## config.mk

```make
export PLATFORM = sky130hd
export DESIGN_NAME = edge_level_rebuild
export DESIGN_NICKNAME = d
export VERILOG_FILES = /design/src/rtl/edge_level_rebuild_pkg.sv /design/src/rtl/sat_cnt.sv /design/src/rtl/edge_level_rebuild.sv
export SDC_FILE = /design/constraint.sdc
export NUM_CORES = 1
export LEC_CHECK = 0
export ABC_AREA = 0
export CAP_MARGIN = 10
export CORE_MARGIN = 4
export CORE_UTILIZATION = 50
export CTS_CLUSTER_SIZE = 10
export DETAILED_ROUTE_END_ITERATION = 12
export PLACE_DENSITY = 0.75
export RECOVER_POWER = 100
export SLEW_MARGIN = 20
export SYNTH_ARGS = -nofsm -noshare
export SYNTH_HDL_FRONTEND = slang
export SYNTH_SLANG_ARGS = --single-unit
```

## constraint.sdc

```tcl
create_clock -name clk -period 1.8 [get_ports clk]
set_input_delay 0.36 -clock clk [delete_from_list [all_inputs] [get_ports clk]]
set_output_delay 0.36 -clock clk [all_outputs]
set_load 0.1 [all_outputs]
```

## src/rtl/edge_level_rebuild_pkg.sv

```systemverilog
// rtl/edge_level_rebuild_pkg.sv - shared types and defaults for edge_level_rebuild
// Purpose: state encoding of the level-rebuild FSM and the default period-counter width.
// Contents: CNT_W_DEF (default counter width), state_t (S_LOW, S_HIGH, S_ERR).
package edge_level_rebuild_pkg;

  localparam int unsigned CNT_W_DEF = 8;

  typedef enum logic [1:0] {
    S_LOW  = 2'd0,
    S_HIGH = 2'd1,
    S_ERR  = 2'd2
  } state_t;

endpackage

```

## src/rtl/sat_cnt.sv

```systemverilog
// rtl/sat_cnt.sv - saturating up-counter with synchronous clear and load-one
// Purpose: counts enabled cycles, sticks at all-ones instead of wrapping.
// Ports:
//   clk    in   clock, posedge
//   rst    in   asynchronous active-high reset, cnt -> 0
//   en     in   count enable
//   load1  in   load the value 1 (overrides en)
//   clr    in   load the value 0 (overrides load1 and en)
//   cnt    out  current count, W bits
module sat_cnt
  import edge_level_rebuild_pkg::*;
#(
  parameter int unsigned W = CNT_W_DEF
) (
  input  logic         clk,
  input  logic         rst,
  input  logic         en,
  input  logic         load1,
  input  logic         clr,
  output logic [W-1:0] cnt
);

  localparam logic [W-1:0] CNT_MAX = '1;

  always_ff @(posedge clk or posedge rst) begin
    if (rst) begin
      cnt <= '0;
    end else if (clr) begin
      cnt <= '0;
    end else if (load1) begin
      cnt <= W'(1);
    end else if (en && (cnt != CNT_MAX)) begin
      cnt <= cnt + W'(1);
    end
  end

endmodule

```

## src/rtl/edge_level_rebuild.sv

```systemverilog
// rtl/edge_level_rebuild.sv - rebuilds a level from edge pulses and measures its periods
// Purpose: receive-side partner of edge_det. Tracks the level with an FSM, times each
//   completed level period, offers it on a valid/ready port and flags protocol errors.
// Ports:
//   clk, rst                  clock (posedge) and asynchronous active-high reset
//   edge_rising/falling/both  one-cycle edge pulses from edge_det
//   dat_o                     rebuilt level (registered)
//   width_o, width_lvl_o      length and level of the period just completed
//   width_vld, width_rdy      handshake for the measurement; held until accepted
//   width_ovf                 sticky: measurement overwritten before acceptance
//   err_o                     sticky: protocol violation, block parked in S_ERR
//   err_clr                   pulse: leaves S_ERR, clears err_o and width_ovf
module edge_level_rebuild
  import edge_level_rebuild_pkg::*;
#(
  parameter int unsigned CNT_W      = CNT_W_DEF,
  parameter bit          INIT_LEVEL = 1'b0
) (
  input  logic             clk,
  input  logic             rst,
  input  logic             edge_rising,
  input  logic             edge_falling,
  input  logic             edge_both,
  output logic             dat_o,
  output logic [CNT_W-1:0] width_o,
  output logic             width_lvl_o,
  output logic             width_vld,
  input  logic             width_rdy,
  output logic             width_ovf,
  output logic             err_o,
  input  logic             err_clr
);

  localparam state_t INIT_STATE = INIT_LEVEL ? S_HIGH : S_LOW;

  state_t           state_q;
  state_t           state_d;
  logic             proto_bad;
  logic             valid_edge;
  logic             err_leave;
  logic [CNT_W-1:0] cnt;

  always_ff @(posedge clk or posedge rst) begin
    if (rst) begin
      state_q <= INIT_STATE;
    end else begin
      state_q <= state_d;
    end
  end

  // A valid edge is exactly one direction, opposite to the current level,
  // with edge_both agreeing. Anything else while tracking parks the FSM in S_ERR.
  always_comb begin
    state_d    = state_q;
    valid_edge = 1'b0;
    err_leave  = 1'b0;
    proto_bad  = (edge_both != (edge_rising | edge_falling));
    case (state_q)
      S_LOW: begin
        if (proto_bad || edge_falling) begin
          state_d = S_ERR;
        end else if (edge_rising) begin
          state_d    = S_HIGH;
          valid_edge = 1'b1;
        end
      end
      S_HIGH: begin
        if (proto_bad || edge_rising) begin
          state_d = S_ERR;
        end else if (edge_falling) begin
          state_d    = S_LOW;
          valid_edge = 1'b1;
        end
      end
      S_ERR: begin
        // Resume tracking from whatever level was held when the error hit.
        if (err_clr) begin
          state_d   = dat_o ? S_HIGH : S_LOW;
          err_leave = 1'b1;
        end
      end
      default: state_d = INIT_STATE;
    endcase
  end

  assign err_o = (state_q == S_ERR);

  // Counter freezes while in S_ERR and restarts from 0 when the error is cleared.
  sat_cnt #(
    .W(CNT_W)
  ) u_sat_cnt (
    .clk  (clk),
    .rst  (rst),
    .en   (state_q != S_ERR),
    .load1(valid_edge),
    .clr  (err_leave),
    .cnt  (cnt)
  );

  always_ff @(posedge clk or posedge rst) begin
    if (rst) begin
      dat_o <= INIT_LEVEL;
    end else if (valid_edge) begin
      dat_o <= ~dat_o;
    end
  end

  // Measurement holding register. A new load takes priority over the handshake
  // drop, so an accept and a load in the same cycle keep width_vld high.
  always_ff @(posedge clk or posedge rst) begin
    if (rst) begin
      width_o     <= '0;
      width_lvl_o <= 1'b0;
      width_vld   <= 1'b0;
    end else if (valid_edge) begin
      width_o     <= cnt;
      width_lvl_o <= dat_o;
      width_vld   <= 1'b1;
    end else if (width_vld && width_rdy) begin
      width_vld <= 1'b0;
    end
  end

  // An overwrite in the same cycle as err_clr still leaves the flag set,
  // since that measurement was genuinely lost.
  always_ff @(posedge clk or posedge rst) begin
    if (rst) begin
      width_ovf <= 1'b0;
    end else if (valid_edge && width_vld && !width_rdy) begin
      width_ovf <= 1'b1;
    end else if (err_clr) begin
      width_ovf <= 1'b0;
    end
  end

endmodule

```

# Yosys cells after proc, flatten, opt, wreduce, memory -nomap -nowiden
# Index checks and enable logic that the tools add are counted.
[word_totals]
reg_bits = 22
inputBits = 7
output_inout_bits = 13
wordCells = 51
[classes]
addsub = 1
eq_ne = 8
n_mux = 21
n_bitwise = 2
n_reduce_logical = 12
[op_table]
columns = ["op", "count"]
rows = [
  ["$mux 8", 3],
  ["$mux 1", 11],
  ["$mux 2", 5],
  ["$add 8x1->8 const B", 1],
  ["$ne 8x8->1 const B", 1],
  ["$ne 3x3->1 const B", 2],
  ["$pmux 2 s3", 1],
  ["$logic_and 1x1->1", 4],
  ["$reduce_bool 2->1", 2],
  ["$reduce_and 3->1", 1],
  ["$reduce_bool 3->1", 1],
  ["$eq 2x1->1 const B", 1],
  ["$eq 2x2->1 const B", 1],
  ["$logic_not 2->1", 1],
  ["$logic_or 1x1->1", 2],
  ["$ne 2x1->1 const B", 1],
  ["$ne 2x2->1 const B", 1],
  ["$pmux 1 s2", 1],
  ["$logic_not 1->1", 1],
  ["$ne 1x1->1", 1],
  ["$not 1->1", 1],
  ["$or 1x1->1", 1],
]

# Longest topological paths before layout
# Gate-level depths: netlist of run 1.
[depth]
depth_word = 8
ltp_mapped = 6
mapped_depth_nobuf = 5

# Cells and area by module
# Synthesis of run 1 repeated with hierarchy kept, for this count alone.
[hier_totals]
cells_unflattened = 121
area_unflattened_um2 = 1248.7
[by_module_without_submodules]
columns = ["mod", "n_inst", "cells_each", "area_per_inst_um2", "seq_area_each_um2"]
rows = [
  ["edge_level_rebuild", 1, 65, 747.0, 350.3],
  ["sat_cnt", 1, 56, 501.7, 200.2],
]

# Worst setup path after synthesis of run 1
# OpenSTA, ideal clock, no wires.
[synth_path]
kind = "register -> register"
start = "reg state_q[0]"
end = "reg u_sat_cnt.cnt[3]"
setup_time_ps = 136
arrival_ps = 1759
required_time_ps = 1664
setup_slack_ps = -95
path_stages_with_launch = 7
n_path_buf = 1
period_less_slack_ps = 1895
cell_sequence = "dfrtp_1 nand2b_1 buf_2 inv_1 nand2_1 o311ai_0 a21oi_1"
[synth_between]
elab_cells_between_ends = 10
classes_between = "eq/ne (3); mux (4); reduce/logical (3)"
[synth_lines]
columns = ["item", "line_no", "text"]
rows = [
  ["start: declaration", "edge_level_rebuild.sv:36", "state_t state_q;"],
  ["start signal: assignment", "edge_level_rebuild.sv:47", "state_q <= state_d;"],
  ["$eq 2x2->1 (*)", "--", ""],
  ["named net err_o", "edge_level_rebuild.sv:30", "output logic err_o,"],
  ["$mux 1 (*)", "edge_level_rebuild.sv:58", "case (state_q)"],
  ["$reduce_bool 3->1 (no line) or $mux 8 (tied branches)", "--", ""],
  ["end signal: assignment", "sat_cnt.sv:33", "cnt <= cnt + W'(1);"],
  ["end: declaration", "sat_cnt.sv:20", "output logic [W-1:0] cnt"],
]
# Mark *: on every way through the listed nets, which the timed path passes. The rest lies on a longest branch.
# A chain may end at the register's enable or synchronous reset.

# Worst setup path after layout of run 1
[layout_path]
start = "in edge_rising"
end = "reg width_lvl_o"
[layout_between]
elab_chain_len = 5
elab_cells_between_ends = 8
classes_between = "eq/ne (1); mux (4); bitwise (1); reduce/logical (2)"
[layout_lines]
columns = ["item", "line_no", "text"]
rows = [
  ["start: declaration", "edge_level_rebuild.sv:21", "input logic edge_rising,"],
  ["$or 1x1->1", "edge_level_rebuild.sv:57", "proto_bad = (edge_both != (edge_rising | edge_falling));"],
  ["$ne 1x1->1", "edge_level_rebuild.sv:57", ""],
  ["$logic_or 1x1->1 (on tied branches)", "edge_level_rebuild.sv:68, edge_level_rebuild.sv:60", ""],
  ["$mux 1 (on tied branches)", "edge_level_rebuild.sv:68, edge_level_rebuild.sv:60", ""],
  ["$pmux 1 s2 (*)", "edge_level_rebuild.sv:58", ""],
  ["end signal: assignment", "edge_level_rebuild.sv:117", "width_lvl_o <= dat_o;"],
  ["end: declaration", "edge_level_rebuild.sv:26", "output logic width_lvl_o,"],
]
# Mark *: on every way between the ends. The rest lies on a longest branch, timed or not.

==> results of run 1 <==
[cell type report]
class / count / area share
Timing Repair Buffer: 25 / 0.140
Multi-Input combinational cell: 66 / 0.374
Inverter: 5 / 0.0174
Tap cell: 27 / 0.0261
Clock buffer: 3 / 0.0174
Sequential cell: 22 / 0.425
[synthesized netlist by cell type (all sizes together) (2+ instances only)]
master	number
nand3	3
nand2	8
mux2	9
nor3	3
dfrtp	22
o311ai	3
nand3b	2
nand4	2
o21ai	6
inv	5
buf	2
nand2b	4
or4	3
a21oi	5
nor2	4
[flip-flops by register name (all words and copies together) (netlist names)]
name	count
width_ovf	1
width_lvl_o	1
state_q	2
width_o	8
dat_o	1
width_vld	1
u_sat_cnt.cnt	8
[worst register-to-register path: stages, from the launching register on]
cell                      delay (ns)
sky130_fd_sc_hd__dfrtp_1        0.46
sky130_fd_sc_hd__or3b_1         0.42
sky130_fd_sc_hd__a21oi_4        0.19
sky130_fd_sc_hd__buf_12         0.16
sky130_fd_sc_hd__mux2_1         0.34
[kinds of logic (layout without fill, tap and decap cells)]
kind of cell,Yosys count,after routing
XOR/XNOR,2,2
multiplexers,10,10
AND/OR/NAND/NOR,31,31
AO/OA/AOI/OAI,22,22
flip-flops,22,22
adder cells (fa/ha/maj),1,1
buffers and inverters,7,33
[power breakdown]
part,total (mW),switching [mW],leakage [nW],internal [mW]
Sequential,0.748,0.133,0.293,0.615
Clock,0.225,0.146,0.0138,0.0782
Combinational,1.19,0.895,0.282,0.291
Total,2.16,1.17,0.589,0.985
[per-stage QoR]
| stage | worst slack [ns] | TNS [ns] | power, mW | std cells | cell area [µm²] |
|---|---|---|---|---|---|
| after floorplan | -0.0736 | -0.0736 | 1.67 | 95 | 1070 |
| after global placement | -0.194 | -2.29 | 2.15 | 145 | 1460 |
| after global routing | 0.0268 | 0 | 2.25 | 148 | 1290 |
| final | 0.0938 | 0 | 2.16 | 148 | 1290 |
| after CTS | 0.0256 | 0 | 2.41 | 148 | 1490 |
| after detailed placement | -0.215 | -2.76 | 2.19 | 145 | 1460 |
[routing by layer]
metal	vias up	GRT usage
li1	402	-
met1	427	0.230
met2	38	0.297
met3	2	0.0332
met4	0	0.0539
met5	-	0
[worst min path at each step]
stage / startpoint / to / depth (start not counted)
floorplan: rst / dat_o / 1
global placement: width_ovf / width_ovf / 1
detailed placement: width_vld / width_vld / 1
CTS: rst / width_ovf / 3
global route: width_vld / width_vld / 1
finish: width_o[7] / width_o[7] / 1
[cells in the final DEF, fill, tap and decap left out, types with 3 or more instances in the layout]
| cell | synthesis | layout |
|---|---|---|
| sky130_fd_sc_hd__nor3_1 | 3 | 3 |
| sky130_fd_sc_hd__clkbuf_1 | 0 | 3 |
| sky130_fd_sc_hd__o311ai_0 | 3 | 3 |
| sky130_fd_sc_hd__or4_1 | 3 | 3 |
| sky130_fd_sc_hd__clkbuf_2 | 0 | 12 |
| sky130_fd_sc_hd__o21ai_0 | 5 | 5 |
| sky130_fd_sc_hd__a21oi_1 | 4 | 4 |
| sky130_fd_sc_hd__nand2_1 | 8 | 8 |
| sky130_fd_sc_hd__nand2b_1 | 4 | 3 |
| sky130_fd_sc_hd__nor2_1 | 4 | 4 |
| sky130_fd_sc_hd__mux2_2 | 7 | 7 |
| sky130_fd_sc_hd__inv_1 | 5 | 4 |
| sky130_fd_sc_hd__clkbuf_4 | 0 | 3 |
| sky130_fd_sc_hd__dfrtp_1 | 22 | 22 |
| sky130_fd_sc_hd__clkdlybuf4s50_1 | 0 | 5 |
| sky130_fd_sc_hd__nand3_1 | 3 | 3 |
==> metrics.csv, run 1 <==
metric;value;unit
grt_start_max_net_pins;23;
initial_util;0.532;
power_density;1670;mW/mm²
clk_latency_worst_skew_pair;0.30;ns
relSlewSlack;0.232;
async_flop_share;1.00;
cts_tree;yes;
clk_transition_reported_paths;0.12;ns
cts_resized;1;
final.hold.worst_slack;0.514;ns
setup_viol;0;
number_of_enable_flip_flop_cells_after_synthesis;0;
grt_antenna_before_repair;0;
reg2reg_depth;4;
floorplan_core_area;0.00200;mm²
crit_path_end;width_lvl_o;
place.gp.congestion;0.813;
synth_nets;103;
antenna-diode-count;0;
clock-skew-final;0.00232;ns
post_cts_buffers;0;
worst_tran_pin_value;1.15;ns
final.min_clock_period;1.71;ns
filler_cell_count;168;
dominant_combinational_cell_family_by_area_after_synthesis;simple AND/OR/NAND/NOR gates;
final_core_util;0.647;
met3WireLength;127;µm
drt-pass1-iter-count;4;
dpl.hpwl;1660;µm
area_fraction_in_compound_gates_after_synthesis;0.150;
ctsLongestPathBuffers;2;
r2r_slack;0.13;ns
static_leak;0.589;nW
grt.total_usage;0.177;
wl_per_cell;15.8;µm
nNetsFinal;131;
worst-path-max-fanout;13;
share_of_final_layout_standard_cells_stronger_than_drive_strength_1;0.256;
synth-seq-cells;22;
clockRootBuffer;sky130_fd_sc_hd__clkbuf_4;
detail_route.iter0.violations;26;
syn-instance-count;95;
rr_startpoint;state_q[0];
io_pins;20;
worst_ep_arrival_time;1.90;ns
crit_path_start;edge_rising;
die-area;0.00293;mm²
met2_wire_len;1170;µm
worstHoldPathType;reg -> reg;
outcome;finished, final reports clean;
critPathKind;in -> reg;
hold_viol_final;0;
synth.top_cell.area_share;0.516;
syn_area_per_cell;11.2;µm²
yosys-mux-area-fraction;0.112;
yosysWarningCount;0;
critPathRequiredTime;2.00;ns
global_route_wire_length_before_repair;3800;µm
xor_and_xnor_fraction_of_the_mapped_netlist_area;0.0164;
worstSetupPathDepth;5;
vias_in_the_first_global_route;857;
post_synth_and_or_nand_nor_area_fraction;0.157;
fin_crit_sh;0.948;
routedLengthMet1;1020;µm
area_used_by_multi_input_combinational_logic;484;µm²
crit_path_start_kind;primary input;
post_cts_hold_buffer_count;0;
cts_made_buffers;3;
dr_total_vias;869;
vdd_drop_max;0.00119;V
synthTopCellsByArea;sky130_fd_sc_hd__dfrtp_1 52%, sky130_fd_sc_hd__mux2_2 7.4%, sky130_fd_sc_hd__mux2_4 2.8%, sky130_fd_sc_hd__nand2_1 2.8%, sky130_fd_sc_hd__o311ai_0 2.5%;
maxCapViolCount;0;
num_rows;16;
route.detailed.vias_per_inst;5.87;
critical_path.slowest_cell;sky130_fd_sc_hd__clkdlybuf4s50_1;
synth_adder_area_share;0.0117;
yosysUniqueCellTypes;33;
drc;0;
overflow;0;
yosys_most_used_dff;sky130_fd_sc_hd__dfrtp_1;
critical_path.cell_chain;clkdlybuf4s50_1 -> or3b_1 -> a21oi_4 -> buf_12 -> mux2_1;
clock-sinks;22;
timing.critical_path.max_delay_family;buffers and inverters;
netlist.top_cell.by_area;sky130_fd_sc_hd__dfrtp_1;
antenna_violating_nets_post_route;0;
maxClockFrequency;0.586;GHz
die_w;54.2;µm
top_layer_used;met4;
routed_wl;2340;µm
cts_h_tree_lvls;1;
die_y;54.2;µm
worst_path_largest_cell_delay;0.47;ns
port_buffers;19;
final_max_slew_viol_count;0;
r2r_end;width_lvl_o;
area.sequential;551;µm²
critical_path.endpoint_type;flop;
area_growth_syn_to_layout;21.5;%
synth.cell_area;0.00107;mm²
ys_seq_area_frac;0.516;
critPathBufInv;2;
grt_setup_unrepaired;no;
Power figures use the tool's default switching activity.
==> inputs of run 2 (changes only) <==
ABC_AREA = default   (was 0)
CTS_CLUSTER_SIZE = 30   (was 10)
==> results of run 2 <==
Final layout, timing and power as in run 1 (identical DEF).
==> RTL change 1: new RTL, settings of run 1 <==
The package constant `CNT_W_DEF` goes from 8 to 12.
--- a/src/rtl/edge_level_rebuild_pkg.sv
+++ b/src/rtl/edge_level_rebuild_pkg.sv
@@ -3,7 +3,7 @@
 // Contents: CNT_W_DEF (default counter width), state_t (S_LOW, S_HIGH, S_ERR).
 package edge_level_rebuild_pkg;
 
-  localparam int unsigned CNT_W_DEF = 8;
+  localparam int unsigned CNT_W_DEF = 12;
 
   typedef enum logic [1:0] {
     S_LOW  = 2'd0,
Interface: changed (resized width_o); port bits go from 20 to 24. No check against the original RTL was run, so the function may have changed too.
==> RTL change 1 against run 1 <==
The run now ends with setup timing left. Setup slack worse by 0.11 ns. Sequential cell count up 8. Register-to-register slack worse by 0.12 ns. Synthesized area up 36%. Routed wire length up 57%. Final cell count up 53%. Utilization up 6.3 points. Power up 45%. Design area up 51%. Highest routed layer unchanged. Fmax down 5.9%.
==> RTL change 1: results (changes against run 1) <==
Post-synthesis cell type count: 35 (+6.1%)
DR vias: 1,306 (+50%)
Int Pwr: 1.59 mW (+61%)
Synth Area in Adders: 0.861% (-0.31 points)
Mux cell area share after synthesis: 7.75% (-3.4 points)
Final worst setup slack: -0.0124 ns (-0.106 ns)
WL per Instance: 16.2 um (+2.8%)
Outcome: finished, violations left
Clock latency on the worst-skew pair: 0.32 ns (+0.02 ns)
NumNets Final: 202 (+54%)
DRT iter0 DRCs: 67 (+160%)
Mean area per synthesized cell: 9.96 um^2 (-11%)
Synth Area in XOR/XNOR: 1.20% (-0.44 points)
Setup slack, reg-to-reg: 0.01 ns (-0.12 ns)
Final setup viols: 1 (+1)
Synth area leaders: dfrtp_1 (52%), mux2_2 (7.7%), o21ai_0 (4.5%), nand3_1 (3.4%), nand2_1 (3.4%)
Worst clock skew: 0.00686 ns (+0.00454 ns)
Final hold slack: 0.488 ns (-0.0260 ns)
Post-synth top cells: dfrtp_1 (30), nand2_1 (13), o21ai_0 (13)
H-tree depth: 2 (+1)
Met3 usage: 4.75% (+1.4 points)
HPWL after DPL: 2500 um (+51%)
Crit path from: err_clr
Placement Setup Slack: -0.480 ns (-0.265 ns)
Clk slew on worst S/H paths: 0.09 ns (-0.03 ns)
Syn Nets: 154 (+50%)
Routed wl met2: 1800 um (+53%)
Hold Crit Start: width_o[5]
First-pass GRT wire length: 5740 um (+51%)
Maximum VDD drop: 1.49 mV (+25%)
Layout cells sized above 1: 37.9% (+12 points)
Violated checks: setup timing
Met3 WL post-DR: 191 um (+50%)
Routing usage on met2: 33.2% (+3.5 points)
-- RTL change 1: cell types whose count changed in the layout (fill, tap and decap cells not counted), moves of 5 or more --
cell and delta:
nand2_1 +5, dfrtp_1 +8, clkbuf_2 +5, nor2_1 +5
buf_4 +20, o21ai_1 +5
-- RTL change 1: power groups by stage --
stage               combinational [mW]  sequential, mW  clock [mW]
floorplan                        0.550            1.59           0
global placement                  1.92           0.978           0
detailed placement                1.94           0.989           0
CTS                               1.96           0.982       0.498
global route                      1.80           0.955       0.531
finish                            1.72           0.933       0.486
-- RTL change 1: worst paths after layout --
| kind | end | cells past startpoint |
|---|---|---|
| max | u_sat_cnt.cnt[5] | 6 |
| max in group asynchronous | u_sat_cnt.cnt[4] | 3 |
| min reg2reg | width_o[5] | 2 |
| max reg2reg | u_sat_cnt.cnt[6] | 5 |
| min in group asynchronous | width_ovf | 3 |
| min | width_o[5] | 2 |
-- RTL change 1: area by class of cell --
type	count	area, um^2
clock buffer	8	78.8
fill	208	800
inverter	7	26.3
multi-input combinational	104	736
sequential	30	751
tap	31	38.8
timing repair buffer	46	328
-- RTL change 1: timing repair --
item / 4_1_cts / 5_1_grt
buffers inserted: 1 / 1
pin swaps: 6 / 5
hold endpoints to repair: 0 / 0
setup endpoints to repair: 7 / 9
resized for setup: 10 / 14
-- RTL change 1: kinds of logic after synthesis --
group / Yosys count
xor+xnor: 2
simple gates: 58
compound gates: 33
buf+inv: 12
fa+ha+maj: 1
mux: 10
flops: 30
-- RTL change 1: critical path, cell delays in order --
cell	delay, ns
dlygate4sd3_1	0.60
nand2_1	0.12
a21oi_1	0.09
or2_4	0.28
or4_1	0.49
o21ai_1	0.11
==> RTL change 2: new RTL, config.mk and constraints of run 1 <==
Made on the original files. Make the reset (`rst`) synchronous in 5 clocked blocks. Comments in the files are not updated.
--- a/src/rtl/sat_cnt.sv
+++ b/src/rtl/sat_cnt.sv
@@ -22,7 +22,7 @@
 
   localparam logic [W-1:0] CNT_MAX = '1;
 
-  always_ff @(posedge clk or posedge rst) begin
+  always_ff @(posedge clk) begin
     if (rst) begin
       cnt <= '0;
     end else if (clr) begin
--- a/src/rtl/edge_level_rebuild.sv
+++ b/src/rtl/edge_level_rebuild.sv
@@ -40,7 +40,7 @@
   logic             err_leave;
   logic [CNT_W-1:0] cnt;
 
-  always_ff @(posedge clk or posedge rst) begin
+  always_ff @(posedge clk) begin
     if (rst) begin
       state_q <= INIT_STATE;
     end else begin
@@ -97,7 +97,7 @@
     .cnt  (cnt)
   );
 
-  always_ff @(posedge clk or posedge rst) begin
+  always_ff @(posedge clk) begin
     if (rst) begin
       dat_o <= INIT_LEVEL;
     end else if (valid_edge) begin
@@ -107,7 +107,7 @@
 
   // Measurement holding register. A new load takes priority over the handshake
   // drop, so an accept and a load in the same cycle keep width_vld high.
-  always_ff @(posedge clk or posedge rst) begin
+  always_ff @(posedge clk) begin
     if (rst) begin
       width_o     <= '0;
       width_lvl_o <= 1'b0;
@@ -123,7 +123,7 @@
 
   // An overwrite in the same cycle as err_clr still leaves the flag set,
   // since that measurement was genuinely lost.
-  always_ff @(posedge clk or posedge rst) begin
+  always_ff @(posedge clk) begin
     if (rst) begin
       width_ovf <= 1'b0;
     end else if (valid_edge && width_vld && !width_rdy) begin
Function: differs if rst is asserted again (counterexample within 4 cycles, from zero or initial values and one cycle with rst high); with rst held inactive, the same outputs for 10 cycles.
==> RTL change 2 against run 1 <==
Synthesized area fell by 7.3%. Fmax grew 4.9%. Setup slack gained 0.079 ns. Non-clock buffer count is 1 lower. Critical path depth is 1 higher. Routed wire length is 3.3% higher. Final cell count increased by 12%. Sequential share of layout area down 6.3 points. Global-route usage grew 3.1 points. Design area fell by 6.1%. Sequential cell count unchanged. Utilization increased by 2.8 points. Highest routed layer unchanged.
Power is not compared: it rests on default switching activity, and its combinational part moved more than twofold at a synthesized area within 25%.
==> RTL change 2: results (changes against run 1) <==
Outcome: complete, no violations
Layout fillers: 156 (-7.1%)
Hold Crit Start: width_o[1]
Post-synthesis cell type count: 38 (+15%)
Crit path DAT: 1.88 ns (-0.02 ns)
Met1 WL: 996 um (-2.1%)
Met3 WL post-DR: 129 um (+1.6%)
Placement Setup Slack: 0.000487 ns (+0.215 ns)
ClkCell Share: 4.32% (+2.6 points)
Vias in the first global route: 961 (+12%)
Met3 usage: 4.56% (+1.2 points)
Clock root buffer: clkbuf_4
NumNets Final: 150 (+15%)
Critical path's largest stage delay: 0.56 ns (+0.09 ns)
Post-Syn Instances: 116 (+22%)
Synth area leaders: dfxtp_1 (45%), nand2_1 (9.9%), a21oi_1 (7.6%), nor2_1 (3.8%), mux2i_1 (2.0%)
Fmax: 0.615 GHz (+4.9%)
DR vias: 929 (+6.9%)
DRT iter0 DRCs: 18 (-31%)
Hold worst-path end: width_o[1]
Final core utilization: 67.5% (+2.8 points)
Setup slack, reg-to-reg: 0.29 ns (+0.16 ns)
Post-CTS sizing: 0 (-1)
Buffers excl. clock: 24 (-4.0%)
FF-to-FF End: u_sat_cnt.cnt[1]
Initial Util: 54.9% (+1.6 points)
Tot GR Track Use: 20.8% (+3.1 points)
Synthesized area: 988 um^2 (-7.3%)
Post-Layout Cell Count: 166 (+12%)
Multi-input gate area: 504 um^2 (+4.1%)
Critical R2R Launch: u_sat_cnt.cnt[0]
Post-synthesis sequential area ratio: 44.6% (-7.1 points)
Max_slew headroom: 62.3% (+39 points)
Worst clock skew: 0.00442 ns (+0.00211 ns)
Routing usage on met2: 36.2% (+6.5 points)
Register area: 440 um^2 (-20%)
Non-clk invs: 3 (-2)
Maximum number of pins on one net before global-route repair: 15 (-35%)
Final hold slack: 0.464 ns (-0.0501 ns)
First-pass GRT wire length: 4150 um (+9.1%)
Seq_cells: 22 (unchanged)
Layout cells sized above 1: 19.9% (-5.8 points)
Routing usage on met1: 22.8% (-0.19 points)
Placed insts: 162 (+12%)
Multi-input comb cells: 88 (+33%)
Register-to-Register Path Depth: 5 (+1)
Layout non-clock buf frac: 14.3% (+0.29 points)
HPWL after DPL: 1860 um (+12%)
Gr ovfl total: 0 (unchanged)
Hold depth: 2 (+1)
RePlAce Congestion: 0.870 (+6.9%)
Crit Path Max Fanout: 9 (-4)
Setup crit end: width_o[5]
Async SR Flop Fraction: 0% (-100 points)
WL per Instance: 14.5 um (-7.9%)
CP max-delay cell: dlygate4sd3_1
==> RTL change 2: kinds of logic (layout without fill, tap and decap cells) <==
family	count (synthesis)	in the layout	synth area share [%]
muxes	2	2	2.03
buffers and inverters	6	31	2.79
DFF	22	22	44.6
xor gates and xnor gates	2	2	1.77
and+or+nand+nor	57	57	31.4
AOI/OAI and AO/OA	26	26	16.2
adders and majority gates	1	1	1.27
==> RTL change 2: critical path: cells and delay by family <==
| kind | cells | cell delay (ns) |
|---|---|---|
| buffers and inverters | 2 | 0.72 |
| AND/OR/NAND/NOR | 2 | 0.43 |
| AO/OA/AOI/OAI | 2 | 0.35 |
==> RTL change 2: power breakdown <==
part | switching (mW) | leakage (nW) | internal [mW]
sequential | 0.0152 | 0.178 | 0.500
combinational | 0.0942 | 0.249 | 0.0529
clock | 0.158 | 0.0279 | 0.225
